==> config.mk <==
export PLATFORM = sky130hd
export DESIGN_NAME = led_walker_master
export DESIGN_NICKNAME = d
export VERILOG_FILES = /design/src/rtl/led_walker_master.sv
export SDC_FILE = /design/constraint.sdc
export NUM_CORES = 1
export LEC_CHECK = 0
export ABC_AREA = 0
export CAP_MARGIN = 20
export CORE_AREA = 3 3 113 61
export CTS_CLUSTER_SIZE = 30
export DETAILED_ROUTE_END_ITERATION = 16
export DIE_AREA = 0 0 116 64
export SLEW_MARGIN = 15
export SYNTH_ARGS = -nofsm -noshare
export SYNTH_HDL_FRONTEND = slang
export SYNTH_SLANG_ARGS = --single-unit
export TNS_END_PERCENT = 5
==> constraint.sdc <==
create_clock -name i_clk -period 1.65 [get_ports i_clk]
set_clock_uncertainty 0.15 [all_clocks]
set_input_delay 0.2475 -clock i_clk [delete_from_list [all_inputs] [get_ports i_clk]]
set_output_delay 0.2475 -clock i_clk [all_outputs]
set_load 0.03 [all_outputs]
==> src/rtl/led_walker_master.sv <==
// Wishbone pipelined master for the LED walker: buffers walk commands in a small
// FIFO and issues them as single-beat bus cycles with a per-cycle timeout abort.
module led_walker_master #(
  parameter int NUM_LEDS   = 8,
  parameter int FIFO_DEPTH = 4,
  parameter int TIMEOUT    = 64
) (
  input  logic                        i_clk,
  input  logic                        i_reset,
  input  logic                        i_cmd_valid,
  output logic                        o_cmd_ready,
  input  logic [$clog2(NUM_LEDS)-1:0] i_cmd_addr,
  input  logic                        i_cmd_we,
  output logic                        o_wb_cyc,
  output logic                        o_wb_stb,
  output logic                        o_wb_we,
  output logic [$clog2(NUM_LEDS)-1:0] o_wb_addr,
  output logic                        o_wb_data,
  input  logic                        i_wb_stall,
  input  logic                        i_wb_ack,
  output logic                        o_busy,
  output logic                        o_done,
  output logic                        o_err
);

  // state | meaning
  // IDLE  | no bus cycle; pops the next command when the FIFO is non-empty
  // REQ   | cyc and stb high, waiting for the slave to drop stall
  // WAIT  | request accepted, stb low, waiting for ack or timeout
  localparam logic [1:0] IDLE = 2'd0;
  localparam logic [1:0] REQ  = 2'd1;
  localparam logic [1:0] WAIT = 2'd2;

  localparam int AW   = $clog2(NUM_LEDS);
  localparam int AW_F = $clog2(FIFO_DEPTH);
  localparam int TW   = $clog2(TIMEOUT);

  localparam logic [TW-1:0] TMO_LAST = TW'(TIMEOUT - 1);
  localparam logic [TW-1:0] TMO_ONE  = TW'(1);
  localparam logic [AW_F:0] PTR_ONE  = (AW_F + 1)'(1);

  logic [AW:0]     fifo_mem [FIFO_DEPTH];
  logic [AW_F:0]   wr_ptr;
  logic [AW_F:0]   rd_ptr;
  logic [AW:0]     head;
  logic            full;
  logic            empty;
  logic            push;
  logic            pop;
  logic [1:0]      state;
  logic [TW-1:0]   tmo_cnt;
  logic            tmo_hit;
  logic            accepted;

  // Pointers carry one extra wrap bit so full and empty are distinguishable.
  assign full  = (wr_ptr[AW_F] != rd_ptr[AW_F]) &&
                 (wr_ptr[AW_F-1:0] == rd_ptr[AW_F-1:0]);
  assign empty = (wr_ptr == rd_ptr);
  assign push  = i_cmd_valid && !full;
  assign pop   = (state == IDLE) && !empty;
  assign head  = fifo_mem[rd_ptr[AW_F-1:0]];

  assign o_cmd_ready = !full;
  assign o_busy      = (state != IDLE) || !empty;

  assign tmo_hit  = (tmo_cnt == TMO_LAST);
  assign accepted = o_wb_stb && !i_wb_stall;

  always_ff @(posedge i_clk) begin
    if (push) begin
      fifo_mem[wr_ptr[AW_F-1:0]] <= {i_cmd_we, i_cmd_addr};
    end
  end

  always_ff @(posedge i_clk) begin
    if (i_reset) begin
      wr_ptr <= '0;
      rd_ptr <= '0;
    end else begin
      if (push) begin
        wr_ptr <= wr_ptr + PTR_ONE;
      end
      if (pop) begin
        rd_ptr <= rd_ptr + PTR_ONE;
      end
    end
  end

  always_ff @(posedge i_clk) begin
    if (i_reset) begin
      state     <= IDLE;
      o_wb_cyc  <= 1'b0;
      o_wb_stb  <= 1'b0;
      o_wb_we   <= 1'b0;
      o_wb_addr <= '0;
      o_wb_data <= 1'b0;
      o_done    <= 1'b0;
      o_err     <= 1'b0;
      tmo_cnt   <= '0;
    end else begin
      o_done <= 1'b0;
      o_err  <= 1'b0;
      // Saturate rather than wrap so a stuck cycle can never look fresh again.
      if (o_wb_cyc && (tmo_cnt != '1)) begin
        tmo_cnt <= tmo_cnt + TMO_ONE;
      end
      case (state)
        IDLE: begin
          if (!empty) begin
            state     <= REQ;
            o_wb_cyc  <= 1'b1;
            o_wb_stb  <= 1'b1;
            o_wb_we   <= head[AW];
            o_wb_data <= head[AW];
            o_wb_addr <= head[AW-1:0];
            tmo_cnt   <= '0;
          end
        end
        REQ: begin
          // An ack while stalled is a slave protocol error and is ignored.
          if (accepted && i_wb_ack) begin
            state    <= IDLE;
            o_wb_cyc <= 1'b0;
            o_wb_stb <= 1'b0;
            o_done   <= 1'b1;
          end else if (tmo_hit) begin
            state    <= IDLE;
            o_wb_cyc <= 1'b0;
            o_wb_stb <= 1'b0;
            o_err    <= 1'b1;
          end else if (accepted) begin
            state    <= WAIT;
            o_wb_stb <= 1'b0;
          end
        end
        WAIT: begin
          if (i_wb_ack) begin
            state    <= IDLE;
            o_wb_cyc <= 1'b0;
            o_done   <= 1'b1;
          end else if (tmo_hit) begin
            state    <= IDLE;
            o_wb_cyc <= 1'b0;
            o_wb_stb <= 1'b0;
            o_err    <= 1'b1;
          end
        end
        default: begin
          state    <= IDLE;
          o_wb_cyc <= 1'b0;
          o_wb_stb <= 1'b0;
        end
      endcase
    end
  end

endmodule

==> run_results.csv, run 1 <==
group,metric,value,unit
setup_path,end_kind,"output port",
setup_path,r2r-start,"wr_ptr[1]",
placement,io_buffer_count,19,
placement,gp_congestion,0.787,
cts,cts_tree,"yes",
setup_path,cp_data_required_time,1250,ps
final_layout,multi_input_area,0.00104,sq mm
synthesis,synthFlopType,"dfxtp_1",
setup_path,critical-path-top-delay-family,"flip-flops",
die,die_x,116,um
detailed_routing,wire_per_inst,14.0,um
power,power,4.37,mW
setup_path,cp_common_cell,"buf_6",
detailed_routing,postRouteAntennaNets,0,
detailed_routing,drt_drc_violations_left,0,
min_path,min_from,"o_wb_addr[0]",
setup_path,cp-startpoint,"wr_ptr[1]",
cts,cts_root_buffer,"clkbuf_16",
final_layout,nNetsFinal,212,
die,dieHeight,64,um
placement,place_ws,-190,ps
setup_path,critPathArrivalTime,1290,ps
min_path,hold_path.class,"reg2reg",
grt,grt_first_pass_wirelength,5870,um
synthesis,yosys_warnings,0,
sta,slew_headroom,76.3,%
cts,clk_latency,280,ps
detailed_routing,routed_wl,3810,um
cts,cts.path.max_buffers,2,
synthesis,synth_edf_count,16,
setup_path,crit_type,"reg2out",
synthesis,syn-num-nets,164,
outcome,status,"complete, but fails checks",
grt,grt-ovfl-total,0,
final_layout,drive_gt1_share,37.6,%
final_layout,register_area,945,sq um
cts,clk_pin_slew,60,ps
die,core,0.00596,sq mm
sta,grt_setup_unrepaired,"true",
sta,min_period,1690,ps
outcome,violations,"setup timing",
synthesis,synth.cell_area,0.00183,sq mm
cts,ctsHoldBuffers,0,
sta,slew_viol_final,0,
run,cap_violations,0,
detailed_routing,first_pass_iters,4,
detailed_routing,routed_via_density,4.72,
sta,worst_pin_slew,350,ps
grt,antenna_found_initial,0,
die,die_area,0.00742,sq mm
synthesis,async_flop_share,0,%
sta,postLayoutSetupSlackWorst,-37.2,ps
sta,hold_viol,0,
cts,cts_max_level,2,
detailed_routing,first_iter_violations,43,
setup_path,cp_slowest_cell,"dfxtp_4",
synthesis,syn_inst,145,
final_layout,diodes,0,
synthesis,synth_seq_cells,38,
final_layout,syn_to_final_growth,46.5,%
cts,cts_buffers,5,
power,ir_worst_vdd,536,uV
synthesis,syn_area_per_cell,12.6,sq um
setup_path,slowest_delay,360,ps
grt,grtUsageTotal,10.2,%
setup_path,cp_cell_sequence,"buf_6 -> xnor2_4 -> nand4_1 -> buf_6",
setup_path,cp_max_fo,5,
sta,finalSetupViolations,7,
grt,grt_pass1_vias,1302,
sta,max_freq,0.593,GHz
grt,grt_max_degree,14,
synthesis,yosysSeqAreaShare,50.3,%
detailed_routing,num_vias,1279,
die,start_util,30.7,%
synthesis,synth_cell_type_count,44,
setup_path,path_buf_inv,2,
final_layout,n_fill_cell,546,
die,num_rows,20,
power,power.density,1630,mW/mm^2
power,p_leak,1.09,nW
sta,period_share,102,%
cts,clkSinkCount,38,
die,io_pins,20,
setup_path,start_kind,"register",
cell usage in the layout (no fill, tap or decap), types with 8 or more instances in the layout:
master,n
dfxtp_1,13
dlygate4sd2_1,8
edfxtp_1,16
buf_4,20
clkdlybuf4s50_1,8
nor2_1,13
buf_6,8
power by group:
group	internal (mW)	leakage [nW]	switching, mW
registers	1.14	0.332	0.117
logic	1.03	0.682	0.990
clock network	0.712	0.0760	0.384
final timing paths:
check                                       to  slack, ps  cells after the start
worst max-delay path                    o_busy        -40                      4
worst min-delay path              o_wb_addr[0]        340                      2
worst max register to register  fifo_mem[3][3]        -40                      4
worst min register to register    o_wb_addr[0]        340                      2
Yosys cell counts, types with 2 or more instances:
master,count,area (sq um)
nor2b_1,2,12.5
nor2_1,13,48.8
a21oi_1,7,35.0
and2_1,5,31.3
or3_1,2,12.5
o21ai_0,2,10.0
nor3_2,2,20.0
dfxtp_1,22,440
mux2i_1,7,70.1
buf_6,2,22.5
xnor2_1,4,35.0
ha_1,10,125
edfxtp_1,16,480
a211oi_1,2,15.0
xor2_1,4,35.0
inv_1,8,30.0
nand4_1,3,18.8
and3_1,2,12.5
and4_1,2,17.5
nand3_1,3,15.0
mux4_1,4,105
repair_timing:
item,in CTS,in global routing
setup buffers,1,5
gates resized for setup,23,33
setup endpoints to repair,30,15
pin swaps,2,11
state kept, by name, indices dropped and copies added, names as in the netlist:
name and count:
wr_ptr 3, o_wb_data 1, o_err 1, fifo_mem 16, o_wb_stb 1, state 2
o_done 1, o_wb_addr 3, rd_ptr 3, o_wb_cyc 1, tmo_cnt 6
worst min-delay path: cells and delay by family (launching register included):
| family | cells | cell delay (ps) |
|---|---|---|
| flip-flops | 1 | 320 |
| AND/OR/NAND/NOR | 1 | 70 |
| multiplexers | 1 | 70 |
final cells by class:
class | count | share of cell area, %
clock buffer | 5 | 4.67
sequential | 38 | 35.2
inverter | 8 | 1.12
timing repair buffer | 45 | 15.0
tap | 77 | 3.59
clock inverter | 3 | 1.68
multi-input combinational | 95 | 38.7
cells by family after synthesis:
family / after synthesis / synth area share (%)
and+or+nand+nor: 41 / 13.5
DFF: 38 / 50.3
muxes: 11 / 9.57
adders and majority gates: 10 / 6.84
xor gates and xnor gates: 10 / 6.22
AOI/OAI and AO/OA: 23 / 10.0
buffers and inverters: 12 / 3.49
metal layers:
| layer | track usage, % | up-vias | part of all wire, % |
|---|---|---|---|
| li1 | - | 634 | - |
| met1 | 12.2 | 619 | 44 |
| met2 | 17.6 | 19 | 50 |
| met3 | 3.31 | 7 | 4.0 |
| met4 | 3.04 | 0 | 1.2 |
| met5 | 0 | - | 0 |
stage by stage:
step	util, %	TNS, ps	hold WS, ps	instances	area (sq um)
floorplan	-	-203	170	145	1870
global placement	38.1	-681	332	257	2270
detailed placement	38.1	-1360	341	257	2270
CTS	41.7	-188	350	266	2480
global route	45.0	-1110	399	271	2680
finish	45.0	-229	344	271	2680
Note: power is estimated with default switching activity, not from simulation.
==> inputs of run 2 (changes only) <==
--- a/config.mk
+++ b/config.mk
@@ -11,7 +11,7 @@
 export CTS_CLUSTER_SIZE = 30
 export DETAILED_ROUTE_END_ITERATION = 16
 export DIE_AREA = 0 0 116 64
-export SLEW_MARGIN = 15
+export SLEW_MARGIN = 20
 export SYNTH_ARGS = -nofsm -noshare
 export SYNTH_HDL_FRONTEND = slang
 export SYNTH_SLANG_ARGS = --single-unit
==> results of run 2 <==
Final layout, timing and power as in run 1 (identical DEF).
==> inputs of run 3 (changes only) <==
--- a/config.mk
+++ b/config.mk
@@ -7,10 +7,10 @@
 export LEC_CHECK = 0
 export ABC_AREA = 0
 export CAP_MARGIN = 20
-export CORE_AREA = 3 3 113 61
+export CORE_AREA = 2 2 112 60
 export CTS_CLUSTER_SIZE = 30
 export DETAILED_ROUTE_END_ITERATION = 16
-export DIE_AREA = 0 0 116 64
+export DIE_AREA = 0 0 114 62
 export SLEW_MARGIN = 20
 export SYNTH_ARGS = -nofsm -noshare
 export SYNTH_HDL_FRONTEND = slang
==> run 3 against run 2 <==
The flow still finishes with violations (setup timing). Global-route usage is 2.0 points higher. First-iteration DRC count is 21% higher. Non-clock buffer count is 3 higher. Via count hardly changed. Largest cell class unchanged. Critical path depth is 2 higher. Register-to-register slack hardly changed. Count of clock-buffer cells in the layout stayed put. Die area is 4.8% lower. Final area is 0.61% lower.
==> run_results.csv, run 3 (synthesis results as in run 1) <==
group,metric,value,unit
outcome,status,"complete, but fails checks",
outcome,violations,"setup timing",
cts,cts.path.max_buffers,2,
setup_path,critical-path-top-delay-family,"flip-flops",
detailed_routing,first_pass_iters,4,
setup_path,r2r_cells,6,
power,p_leak,1.09,nW
detailed_routing,num_vias,1278,
final_layout,finalInstanceArea,0.00267,sq mm
power,power,4.30,mW
grt,antenna_found_initial,0,
sta,min_period,1680,ps
final_layout,drive_gt1_share,40.1,%
placement,dpl.hpwl,2920,um
grt,grt_pass1_vias,1201,
final_layout,diodes,0,
die,core,0.00625,sq mm
sta,finalSetupViolations,4,
cts,cts_root_buffer,"clkbuf_16",
cts,clk_pin_slew,60,ps
setup_path,crit_type,"reg2reg",
final_layout,syn_to_final_growth,45.6,%
final_layout,final_common_cell,"buf_4",
setup_path,cp_cell_sequence,"buf_6 -> xor2_4 -> o31ai_4 -> buf_6 -> mux2i_2 -> nor2_1",
detailed_routing,first_iter_violations,52,
run,cap_violations,0,
detailed_routing,routed_wl,3900,um
setup_path,path_buf_inv,2,
setup_path,slowest_delay,350,ps
grt,grt-ovfl-total,0,
placement,place_ws,-265,ps
sta,grt_setup_unrepaired,"true",
setup_path,start_kind,"register",
die,io_pins,20,
cts,ctsHoldBuffers,0,
detailed_routing,routed_via_density,4.61,
setup_path,cp_data_required_time,1670,ps
setup_path,end_kind,"register",
die,die_area,0.00707,sq mm
placement,dpl-instance-area,0.00234,sq mm
grt,grt_max_degree,13,
sta,hold_viol,0,
min_path,hold_path_depth,2,
sta,max_freq,0.594,GHz
min_path,hold_path.class,"reg2reg",
cts,cts_max_level,2,
die,die_x,114,um
cts,cts_tree,"yes",
sta,slew_viol_final,0,
cts,clkSinkCount,38,
die,start_util,29.3,%
die,dieHeight,62,um
setup_path,cp-startpoint,"rd_ptr[1]",
sta,worst_pin_slew,304,ps
placement,gp_congestion,0.885,
setup_path,cp_max_fo,6,
power,ir_worst_vdd,582,uV
detailed_routing,postRouteAntennaNets,0,
sta,period_share,102,%
setup_path,r2r-start,"rd_ptr[1]",
grt,use_met2,15.6,%
cts,clk_latency,280,ps
setup_path,cp_common_cell,"buf_6",
grt,grt_use_met3,3.78,%
placement,io_buffer_count,19,
setup_path,r2r-end,"o_wb_addr[2]",
grt,grtUsageTotal,12.2,%
sta,postLayoutSetupSlackWorst,-33.3,ps
die,num_rows,21,
sta,slew_headroom,79.2,%
detailed_routing,drt_drc_violations_left,0,
grt,top_usage_layer,"met1",
detailed_routing,wire_per_inst,14.1,um
cts,cts_buffers,5,
setup_path,critPathArrivalTime,1710,ps
setup_path,r2r_slack,-30,ps
min_path,min_from,"o_wb_addr[1]",
grt,grtUsageMet1,18.6,%
min_path,min_to,"o_wb_addr[1]",
grt,grt_first_pass_wirelength,6220,um
final_layout,nNetsFinal,215,
setup_path,cp_slowest_cell,"dfxtp_4",
power,power.density,1610,mW/mm^2
final_layout,largest_register_ffs,16,
setup_path,cp_num_cells,6,
final_layout,layout_common_cells,"buf_4, edfxtp_1, nor2_1, dfxtp_1",
==> run 3: cell types whose count changed in the layout (fill, tap and decap cells not counted), moves of 2 or more <==
cell	change
buf_4	+5
buf_6	-3
clkinv_2	+2
clkinvlp_4	-2
xnor2_1	+2
ha_4	+2
xnor2_4	-2
dfxtp_2	+3
dfxtp_4	-3
==> run 3: final cells by class <==
cell class                      count  area (sq um)
Fill cell                         585          3590
Inverter                            8          30.0
Timing Repair Buffer               48           409
Tap cell                           80           100
Multi-Input combinational cell     95          1020
Sequential cell                    38           937
Clock buffer                        5           125
Clock inverter                      3          40.0
==> run 3: worst max-delay path by stage <==
stage                        end  slack (ps)
floorplan               o_wb_cyc         -40
global placement           o_err        -210
detailed placement         o_err        -260
CTS                        o_err        -130
global route        o_wb_addr[2]        -110
finish              o_wb_addr[2]         -30
==> run 3: per-layer routing <==
metal / part of all wire, % / routed length (um)
met5: 0 / 0
met2: 39 / 1510
met1: 56 / 2180
met3: 4.2 / 164
met4: 1.0 / 40
==> run 3: metrics by stage <==
stage	TNS (ps)	hold slack, ps	cells	util (%)
finish	-75.4	346	277	42.6
CTS	-385	355	277	40.9
global route	-936	401	277	42.6
floorplan	-203	170	145	-
detailed placement	-2970	341	269	37.5
global placement	-2850	327	269	37.5
==> run 3: where the power goes <==
group	switching, mW	internal (mW)
logic	0.974	0.968
registers	0.139	1.15
clock network	0.367	0.707
==> run 3: timing repair <==
action / CTS / global route
endpoints found under the setup margin: 43 / 22
setup buffers: 0 / 1
resized for setup: 32 / 25
pin swaps: 2 / 8
==> run 3: tightest hold or removal path: stages, from the launching register on <==
cell     delay (ps)
dfxtp_1         320
mux2i_1          70
nor2_1           70
